[src/rtl/m6809_sys_ctrl.sv]
// m6809_sys_ctrl: CPU reset sequencing, halt arbitration against the 6809
// HALT/BA/BS handshake, single stepping and a run-cycle budget.
module m6809_sys_ctrl #(
   parameter int RESET_CYCLES = 4,
   parameter int N_HALT = 2,
   parameter int RUN_CYCLES = 250,
   parameter int CNT_W = 16
) (
   input  logic              clk,
   input  logic              reset,
   output logic              cpu_reset_b,
   output logic              cpu_halt_b,
   input  logic              cpu_ba,
   input  logic              cpu_bs,
   input  logic [N_HALT-1:0] halt_req,
   output logic [N_HALT-1:0] halt_gnt,
   input  logic              step_mode,
   input  logic              step_pulse,
   output logic              run_done,
   output logic [CNT_W-1:0]  cycle_count
);
   typedef enum logic [2:0] {RESET_HOLD, RUN, HALT_PEND, HALTED, STEP, DONE} state_t;
   state_t state;
   logic [CNT_W-1:0] hold_cnt;
   logic [CNT_W-1:0] cnt_next;
   logic [N_HALT-1:0] lowest;
   logic step_q;
   logic ack;
   logic any_req;
   logic step_rise;
   logic budget_hit;
   assign ack = cpu_ba & cpu_bs;
   assign any_req = |halt_req;
   assign step_rise = step_pulse & ~step_q;
   assign budget_hit = (RUN_CYCLES != 0) && (cycle_count == CNT_W'(RUN_CYCLES - 1));
   assign cnt_next = (cycle_count == '1) ? cycle_count : cycle_count + CNT_W'(1);
   // isolate the lowest set request bit
   assign lowest = halt_req & (~halt_req + N_HALT'(1));
   always_ff @(posedge clk) begin
      if (reset) begin
         state       <= RESET_HOLD;
         cpu_reset_b <= 1'b0;
         cpu_halt_b  <= 1'b1;
         halt_gnt    <= '0;
         run_done    <= 1'b0;
         cycle_count <= '0;
         hold_cnt    <= '0;
         step_q      <= 1'b0;
      end else begin
         step_q <= step_pulse;
         case (state)
            RESET_HOLD:
               if (hold_cnt == CNT_W'(RESET_CYCLES - 1)) begin
                  state       <= RUN;
                  cpu_reset_b <= 1'b1;
               end else begin
                  hold_cnt <= hold_cnt + CNT_W'(1);
               end
            RUN, STEP: begin
               cycle_count <= cnt_next;
               if (budget_hit) begin
                  state      <= DONE;
                  run_done   <= 1'b1;
                  cpu_halt_b <= 1'b0;
               end else if (state == RUN ? (any_req || step_mode) : !cpu_ba) begin
                  state      <= HALT_PEND;
                  cpu_halt_b <= 1'b0;
               end
            end
            HALT_PEND:
               if (ack) begin
                  state <= HALTED;
               end else if (!any_req && !step_mode) begin
                  state      <= RUN;
                  cpu_halt_b <= 1'b1;
               end
            HALTED:
               if (|halt_gnt) begin
                  if (!(|(halt_gnt & halt_req))) halt_gnt <= '0;
               end else if (any_req) begin
                  halt_gnt <= lowest;
               end else if (!step_mode || step_rise) begin
                  state      <= step_mode ? STEP : RUN;
                  cpu_halt_b <= 1'b1;
               end
            default: begin
               halt_gnt   <= '0;
               cpu_halt_b <= 1'b0;
               run_done   <= 1'b1;
            end
         endcase
      end
   end
endmodule

[config.mk]
export PLATFORM = sky130hd
export DESIGN_NAME = m6809_sys_ctrl
export DESIGN_NICKNAME = d
export VERILOG_FILES = /design/src/rtl/m6809_sys_ctrl.sv
export SDC_FILE = /design/constraint.sdc
export NUM_CORES = 1
export LEC_CHECK = 0
export ABC_AREA = 1
export CORE_MARGIN = 3
export CORE_UTILIZATION = 42
export DETAILED_ROUTE_END_ITERATION = 7
export SLEW_MARGIN = 5
export SYNTH_ARGS = -nofsm -noshare
export SYNTH_HDL_FRONTEND = slang
export SYNTH_SLANG_ARGS = --single-unit
[constraint.sdc]
create_clock -name clk -period 2.2 [get_ports clk]
set_input_delay 0.22 -clock clk [delete_from_list [all_inputs] [get_ports clk]]
set_output_delay 0.22 -clock clk [all_outputs]
set_load 0.01 [all_outputs]
==> results of run 1 <==
-- worst min-delay path by stage --
stage | start | to | slack, ns | cells after the start
global placement | cpu_halt_b | cpu_halt_b | 0.46 | 2
floorplan | step_pulse | step_q | 0.33 | 2
detailed placement | cpu_halt_b | cpu_halt_b | 0.47 | 2
finish | step_pulse | step_q | 0.47 | 3
global route | step_pulse | step_q | 0.48 | 3
CTS | step_pulse | step_q | 0.46 | 3
-- flip-flops by register name, indices dropped and copies added, names as in the netlist --
name	flops
cycle_count	16
hold_cnt	16
state	3
halt_gnt	2
cpu_halt_b	1
cpu_reset_b	1
run_done	1
step_q	1
-- stage by stage --
| step | cells | instance area, µm² | hold WS, ns | utilization (%) |
|---|---|---|---|---|
| 2_1_floorplan | 400 | 2480 | 0.327 | - |
| 3_3_place_gp | 495 | 2820 | 0.455 | 50.2 |
| 3_5_place_dp | 495 | 2820 | 0.472 | 50.2 |
| 4_1_cts | 503 | 2900 | 0.458 | 51.7 |
| 5_1_grt | 503 | 2900 | 0.483 | 51.7 |
| 6_report | 503 | 2900 | 0.466 | 51.7 |
-- per-layer routing --
metal	vias to the layer above	wire length, µm	global-route usage [%]
li1	1328	-	-
met1	1098	2910	23.4
met2	50	2720	30.0
met3	6	226	3.37
met4	0	52	4.61
met5	-	0	0
-- final cells by class --
type | instances | area [µm²]
tap | 72 | 90.1
multi-input combinational | 293 | 1380
fill | 602 | 2710
sequential | 41 | 821
clock buffer | 6 | 72.6
inverter | 57 | 214
timing repair buffer | 32 | 310
clock inverter | 2 | 10.0
-- cells in the mapped netlist (3+ instances only) --
master | count | area share (%)
inv_1 | 56 | 8.5
xor2_1 | 8 | 2.8
dfxtp_1 | 41 | 33
nor2_1 | 64 | 9.7
ha_1 | 3 | 1.5
nand2_1 | 102 | 15
nor3_1 | 15 | 3.0
o21ai_1 | 3 | 0.61
nand3_1 | 35 | 7.1
o21ai_0 | 15 | 3.0
clkbuf_1 | 4 | 0.61
nand4_1 | 5 | 1.3
buf_6 | 3 | 1.4
a21oi_1 | 25 | 5.0
-- worst min-delay path: stages --
cell	delay [ns]
clkdlybuf4s50_1	0.41
inv_1	0.05
nor2_1	0.03
-- cells by family after synthesis --
family          count (synthesis)  synth area share, %
simple gates                  232                 40.1
buf+inv                        66                 11.2
compound gates                 48                 10.6
flops                          41                 33.1
xor+xnor                       10                 3.53
fa+ha+maj                       3                 1.51
-- power groups by stage --
stage | registers [mW] | logic, mW | clock network [mW]
floorplan | 0.932 | 0.795 | 0
finish | 0.933 | 1.01 | 0.480
global placement | 0.944 | 1.00 | 0
CTS | 0.931 | 1.01 | 0.498
detailed placement | 0.947 | 1.01 | 0
global route | 0.951 | 1.16 | 0.528
-- cells in the final DEF (no fill, tap or decap), drive strengths merged --
| cell type | Yosys | final |
|---|---|---|
| inv | 57 | 57 |
| a21oi | 26 | 26 |
| clkinv | 0 | 2 |
| and3 | 2 | 2 |
| clkbuf | 4 | 6 |
| buf | 5 | 4 |
| nor4 | 1 | 1 |
| clkdlybuf4s50 | 0 | 28 |
| nand3b | 1 | 1 |
| nor3 | 16 | 16 |
| nand4 | 5 | 5 |
| or2 | 1 | 1 |
| nor2 | 66 | 66 |
| dfxtp | 41 | 41 |
| a31oi | 1 | 1 |
| xor2 | 8 | 8 |
| o21ai | 19 | 19 |
| o21a | 1 | 1 |
| nor3b | 1 | 1 |
| ha | 3 | 3 |
| nand2 | 103 | 103 |
| xnor2 | 2 | 2 |
| nand3 | 36 | 36 |
| o21bai | 1 | 1 |
==> results.py, run 1 <==
metrics = {
    "outcome": {
        "status": "finished clean",
    },
    "cts": {
        "cts_hold_buf": 0,
        "clk_pin_slew_worst_paths_ns": 0.08,
        "root_buffer": "clkbuf_8",
        "cts_sinks": 41,
        "cts_tree": "yes",
        "numCtsBuffers": 5,
        "clk_path_buf_depth": 2,
        "worstSkewPairLatency_ns": 0.29,
        "ctsResizeCount": 0,
        "post_cts_buffers": 0,
        "cts.htree.levels": 2,
    },
    "synthesis": {
        "async_flop_share_pct": 0,
        "synth_edf_count": 0,
        "yosys.cell_types.count": 31,
        "synthFlopType": "dfxtp_1",
        "syn_avg_cell_area_um2": 6.20,
        "syn_area_um2": 2480,
        "synth_cells": 400,
        "ys_seq_elements": 41,
        "ys_seq_area_share_pct": 33.1,
        "yosys_warnings": 0,
        "syn_nets": 411,
    },
    "worst_setup_path": {
        "criticalPathCategory": "reg2reg",
        "critPathLaunch": "cycle_count[0]",
        "worst-path-max-fanout": 15,
        "cp-start-kind": "register",
        "r2r_slack_ns": 0.38,
        "worst_setup_path_end_kind": "register",
        "cp.required_ns": 2.39,
        "worst-path-buf-inv": 1,
        "critical_path_depth": 10,
        "critPathArrivalTime_ns": 2.01,
        "worstRegToRegCells": 10,
        "r2r_start": "cycle_count[0]",
        "crit_path_end": "cycle_count[10]",
        "cp_slowest_cell": "dfxtp_1",
        "reg2reg_to": "cycle_count[10]",
        "crit_chain": "ha_1, nand3_1, nor2_2, nand3_2, nand2_4, inv_2, nand3_1, nand2_1, nand2_1, nor2_1",
        "slowest_delay_ns": 0.42,
        "crit_family": "simple AND/OR/NAND/NOR gates",
    },
    "timing": {
        "finalSetupTns_ns": 0,
        "slew_headroom_pct": 71.6,
        "period_minus_slack_ns": 1.82,
        "drv_slew": 0,
        "finalSetupViolations": 0,
        "clock_skew_ns": 0.00386,
        "worst_slack_ns": 0.377,
        "fmax_ghz": 0.549,
        "rsz0062_at_grt": "false",
        "fin_crit_sh_pct": 82.9,
        "tightest_slew_ns": 0.425,
        "hold_violations": 0,
    },
    "routing": {
        "drt_pre_antenna_iters": 5,
        "vias": 2482,
        "detail-route-antenna-nets": 0,
        "drtIter0Drc": 126,
        "wire_per_inst_um": 11.8,
        "drc": 0,
        "viasPerCell": 4.93,
        "wl_mm": 5.91,
    },
    "floorplan": {
        "num_rows": 27,
        "die_h_um": 82.8,
        "die_area_um2": 6860,
        "coreArea_um2": 5610,
        "die_w_um": 82.8,
        "initial_core_util_pct": 44.2,
        "num_io_pins": 29,
    },
    "global_route": {
        "overflow": 0,
        "grt_usage_pct": 17.8,
        "grt_max_degree": 20,
        "grt_pass1_vias": 2315,
        "grt_antenna_before_repair": 0,
        "grt_pass1_wl_mm": 10.4,
    },
    "pwr": {
        "combPwrFrac_pct": 41.8,
        "switching_share_pct": 42.0,
        "p_per_area_nw_per_um2": 837,
        "sequentialPowerShare_pct": 38.4,
        "power_frac_clock_pct": 19.8,
        "peakVddDrop_v": 0.000376,
        "power.switching_mw": 1.02,
        "p_leak_nw": 1.13,
        "p_int_mw": 1.41,
        "p_total_mw": 2.43,
    },
    "finish": {
        "antennaDiodeCount": 0,
        "syn_to_final_growth_pct": 16.9,
        "nNetsFinal": 441,
        "drive_gt1_share_pct": 4.87,
    },
    "place": {
        "place_congestion": 0.874,
        "dp_slack_ns": 0.394,
        "portBuffers": 28,
        "place_hpwl_mm": 4.47,
    },
    "min_path": {
        "hold_class": "in2reg",
    },
    "run": {
        "cap_viol_max_count": 0,
    },
}
(Power assumes the default switching activity.)
==> run 2: changes to the inputs <==
- PLACE_DENSITY: unset -> 0.65
- clock period: 2.2 -> 1.6 ns (I/O delays scaled with it)
==> results.py, run 2 (same netlist as run 1, synthesis figures left out) <==
metrics = {
    "cts": {
        "clk_path_buf_depth": 2,
        "cts_tree": "yes",
        "cts.htree.levels": 2,
        "worstSkewPairLatency_ns": 0.30,
        "cts_sinks": 41,
        "root_buffer": "clkbuf_8",
        "numCtsBuffers": 5,
        "clk_pin_slew_worst_paths_ns": 0.08,
    },
    "pwr": {
        "p_int_mw": 2.38,
        "combPwrFrac_pct": 48.8,
        "sequentialPowerShare_pct": 32.2,
        "p_leak_nw": 1.31,
        "power.switching_mw": 1.53,
        "power_frac_clock_pct": 19.0,
        "switching_share_pct": 39.2,
        "p_per_area_nw_per_um2": 1210,
        "peakVddDrop_v": 0.000599,
    },
    "floorplan": {
        "num_io_pins": 29,
        "num_rows": 27,
        "die_w_um": 82.8,
        "coreArea_um2": 5610,
        "die_h_um": 82.8,
        "die_area_um2": 6860,
        "initial_core_util_pct": 44.2,
    },
    "finish": {
        "nNetsFinal": 472,
        "final_cell_mix": "nand2_1 (101), nor2_1 (58), inv_1 (54), dfxtp_1 (35), buf_4 (34)",
        "syn_to_final_growth_pct": 30.1,
        "final_common_cell": "nand2_1",
        "n_fill_cell": 566,
        "reg_top3": "cycle_count x16, hold_cnt x16, state x3",
        "antennaDiodeCount": 0,
        "drive_gt1_share_pct": 16.2,
    },
    "timing": {
        "fin_crit_sh_pct": 92.9,
        "timing.hold.ws_ns": 0.408,
        "tightest_slew_ns": 0.384,
        "clock_skew_ns": 0.00823,
        "hold_violations": 0,
        "slew_headroom_pct": 74.2,
        "drv_slew": 0,
        "worst_slack_ns": 0.114,
        "finalSetupViolations": 0,
        "fmax_ghz": 0.673,
        "period_minus_slack_ns": 1.49,
    },
    "min_path": {
        "holdPathStages": 3,
        "holdPathEnd": "step_q",
        "hp-start": "step_pulse",
        "hold_class": "in2reg",
    },
    "worst_setup_path": {
        "cp-start-kind": "register",
        "worst-path-buf-inv": 2,
        "worst_setup_path_end_kind": "primary output",
        "cp.required_ns": 1.44,
        "r2r_slack_ns": 0.12,
        "reg2reg_to": "cycle_count[2]",
        "r2r_start": "cycle_count[0]",
        "worst-path-max-fanout": 5,
        "worstRegToRegCells": 8,
        "slowest_delay_ns": 0.53,
        "critPathArrivalTime_ns": 1.33,
        "critical_path_depth": 2,
        "crit_family": "buffers and inverters",
        "crit_chain": "buf_4, clkdlybuf4s50_1",
        "cp_slowest_cell": "clkdlybuf4s50_1",
        "critPathLaunch": "cycle_count[2]",
        "criticalPathCategory": "reg2out",
    },
    "global_route": {
        "grt_pass1_wl_mm": 10.6,
        "grt_usage_pct": 18.2,
        "grt_antenna_before_repair": 0,
        "grt_pass1_vias": 2439,
        "grt_max_degree": 20,
        "overflow": 0,
    },
    "place": {
        "dp_slack_ns": -0.0135,
        "place_hpwl_mm": 4.77,
        "portBuffers": 28,
        "place_congestion": 0.874,
    },
    "routing": {
        "viasPerCell": 4.88,
        "detail-route-antenna-nets": 0,
        "wire_per_inst_um": 11.6,
        "drtIter0Drc": 132,
        "route.met3.wl_um": 257,
        "wl_met1_mm": 2.89,
        "top_layer_used": "met4",
        "drc": 0,
        "vias": 2606,
        "met2_length_mm": 2.95,
        "drt_pre_antenna_iters": 5,
        "wl_mm": 6.18,
    },
    "run": {
        "cap_viol_max_count": 0,
    },
    "outcome": {
        "status": "finished clean",
    },
}
## run 2: cell types whose count changed in the layout (fill, tap and decap cells not counted), moves of 3 or more
cell	before	now
buf_4	4	34
dfxtp_1	41	35
dfxtp_2	0	6
nor2_1	64	58
nor2_2	2	7
o21ai_0	15	10
o21ai_1	3	6
## run 2: worst min-delay path, stage by stage
cell,delay (ns)
clkdlybuf4s50_1,0.41
inv_1,0.06
nor2_1,0.03
## run 2: worst max path at each step
stage | endpoint | slack (ns)
6_report | cycle_count[2] | 0.11
4_1_cts | state[1] | 0.03
3_3_place_gp | state[2] | 0.05
2_1_floorplan | cycle_count[1] | 0.01
5_1_grt | state[0] | -0.01
3_5_place_dp | hold_cnt[5] | -0.01
## run 2: stage by stage
step / instance area (µm²) / cells / util (%) / TNS [ns] / total power [mW]
after detailed placement: 3030 / 523 / 54.0 / -0.0135 / 2.97
after global placement: 3030 / 523 / 54.0 / 0 / 2.94
after global routing: 3230 / 534 / 57.5 / -0.0123 / 4.21
final: 3230 / 534 / 57.5 / 0 / 3.91
after floorplan: 2480 / 400 / - / 0 / 2.38
after CTS: 3140 / 532 / 55.9 / 0 / 3.75
## run 2: what timing repair did
action | in CTS | in global routing
buffers inserted | 1 | 2
hold buffers | 0 | 0
pin swaps | 1 | 5
gates resized for setup | 0 | 31
setup endpoints to repair | 2 | 28
## run 2: power groups by stage
| stage | combinational (mW) | clock (mW) | sequential [mW] |
|---|---|---|---|
| after global routing | 2.12 | 0.814 | 1.28 |
| final | 1.90 | 0.743 | 1.26 |
| after detailed placement | 1.71 | 0 | 1.26 |
| after floorplan | 1.09 | 0 | 1.28 |
| after global placement | 1.68 | 0 | 1.26 |
| after CTS | 1.74 | 0.767 | 1.24 |
## run 2: area by class of cell
type	instances	area, µm²	area share [%]
Tap cell	72	90.1	2.79
Clock buffer	7	96.3	2.99
Timing Repair Buffer	63	547	17.0
Multi-Input combinational cell	293	1440	44.7
Inverter	57	216	6.71
Clock inverter	1	5.00	0.155
Sequential cell	41	828	25.7
## run 2: layer usage
layer	vias to the layer above	global-route usage (%)
met5	-	0
met4	0	5.35
met3	11	4.46
met2	51	31.3
met1	1157	22.4
li1	1387	-
==> run 3: changes to the inputs <==
- CORE_UTILIZATION: 42 -> 35
- PLACE_DENSITY: 0.65 -> unset
==> results.py, run 3 (same netlist as run 1, synthesis figures left out) <==
metrics = {
    "outcome": {
        "status": "finished clean",
    },
    "worst_setup_path": {
        "critPathArrivalTime_ns": 1.69,
        "worst_setup_path_end_kind": "register",
        "r2r_slack_ns": 0.1,
        "criticalPathCategory": "reg2reg",
        "cp.required_ns": 1.79,
        "cp-start-kind": "register",
        "worst-path-max-fanout": 7,
    },
    "routing": {
        "wire_per_inst_um": 11.0,
        "top_layer_used": "met4",
        "route.met3.wl_um": 237,
        "viasPerCell": 4.66,
        "vias": 2605,
        "drc": 0,
        "detail-route-antenna-nets": 0,
        "met2_length_mm": 2.92,
        "wl_met1_mm": 2.91,
        "drtIter0Drc": 100,
        "drt_pre_antenna_iters": 4,
        "wl_mm": 6.14,
    },
    "pwr": {
        "p_per_area_nw_per_um2": 1220,
        "p_leak_nw": 1.33,
        "switching_share_pct": 38.6,
        "peakVddDrop_v": 0.000519,
        "sequentialPowerShare_pct": 31.4,
        "power.switching_mw": 1.56,
        "combPwrFrac_pct": 48.3,
        "p_int_mw": 2.47,
        "power_frac_clock_pct": 20.3,
    },
    "cts": {
        "cts_hold_buf": 0,
        "numCtsBuffers": 5,
        "root_buffer": "clkbuf_8",
        "worstSkewPairLatency_ns": 0.30,
        "clk_pin_slew_worst_paths_ns": 0.08,
        "clk_path_buf_depth": 2,
        "cts.htree.levels": 2,
        "cts_sinks": 41,
        "cts_tree": "yes",
    },
    "timing": {
        "slew_headroom_pct": 73.8,
        "hold_violations": 0,
        "drv_slew": 0,
        "clock_skew_ns": 0.0103,
        "rsz0062_at_grt": "true",
        "period_minus_slack_ns": 1.50,
        "finalSetupTns_ns": 0,
        "fin_crit_sh_pct": 93.8,
        "tightest_slew_ns": 0.390,
        "fmax_ghz": 0.666,
        "finalSetupViolations": 0,
    },
    "finish": {
        "final_cell_mix": "nand2_1 (98), nor2_1 (60), inv_1 (54), dfxtp_1 (35), nand3_1 (34)",
        "antennaDiodeCount": 0,
        "drive_gt1_share_pct": 16.2,
        "fin_cells": 559,
        "syn_to_final_growth_pct": 33.4,
        "final_util_pct": 48.4,
        "n_fill_cell": 722,
        "reg_top3": "cycle_count x16, hold_cnt x16, state x3",
        "final_common_cell": "nand2_1",
        "nNetsFinal": 474,
    },
    "global_route": {
        "grt_usage_pct": 15.5,
        "overflow": 0,
        "grt_max_degree": 20,
        "grt_antenna_before_repair": 0,
        "grt_pass1_vias": 2492,
        "grt_pass1_wl_mm": 10.8,
    },
    "place": {
        "place_congestion": 0.903,
        "placed_cells": 550,
        "place_hpwl_mm": 4.69,
        "portBuffers": 28,
    },
    "floorplan": {
        "die_area_um2": 8130,
        "coreArea_um2": 6830,
        "initial_core_util_pct": 36.3,
        "num_io_pins": 29,
        "num_rows": 30,
        "die_h_um": 90.2,
        "die_w_um": 90.2,
    },
    "run": {
        "cap_viol_max_count": 0,
    },
    "min_path": {
        "hold_class": "in2reg",
    },
}
==> run 3: power groups by stage <==
stage | Combinational (mW) | Sequential, mW | Clock (mW)
2_1_floorplan | 1.09 | 1.28 | 0
3_3_place_gp | 1.78 | 1.26 | 0
3_5_place_dp | 1.78 | 1.26 | 0
4_1_cts | 1.79 | 1.24 | 0.851
5_1_grt | 2.17 | 1.29 | 0.883
6_report | 1.95 | 1.27 | 0.819
==> run 3: layout make-up <==
type / instances / area [µm²] / share of cell area [%]
Multi-Input combinational cell: 293 / 1440 / 43.6
Sequential cell: 41 / 833 / 25.2
Timing Repair Buffer: 65 / 591 / 17.9
Inverter: 57 / 216 / 6.55
Tap cell: 96 / 120 / 3.63
Clock buffer: 5 / 68.8 / 2.08
Clock inverter: 2 / 35.0 / 1.06
==> run 3: final timing paths <==
kind | start | to | cells past startpoint
hold / removal | step_pulse | step_q | 3
setup reg to reg | cycle_count[2] | cycle_count[9] | 5
hold reg to reg | cpu_halt_b | cpu_halt_b | 2
setup / recovery | cycle_count[2] | cycle_count[9] | 5
==> run 3: layer usage <==
metal	up-vias	GRT usage [%]
met3	8	2.76
met4	0	4.72
li1	1389	-
met2	49	26.4
met1	1159	19.9
met5	-	0
==> run 3: through the flow <==
step                      total power, mW  worst slack [ns]  hold WS [ns]  area (µm²)
after floorplan                      2.38            0.0140         0.267        2480
after CTS                            3.88            0.0160         0.416        3210
final                                4.03            0.0987         0.426        3310
after detailed placement             3.05           -0.0162         0.444        3100
after global routing                 4.34           -0.0373         0.447        3310
after global placement               3.04           -0.0296         0.438        3100
==> run 3: worst max-delay path, stage by stage (launching register included) <==
cell	delay, ns
dfxtp_1	0.45
nand3_1	0.21
nor2_1	0.31
nand4_1	0.20
o21ai_0	0.18
nor2_1	0.06
==> run 3: timing repair <==
action	4_1_cts	5_1_grt
resized for setup	2	31
endpoints found under the setup margin	2	32
buffers inserted	0	2
pin swaps	1	10
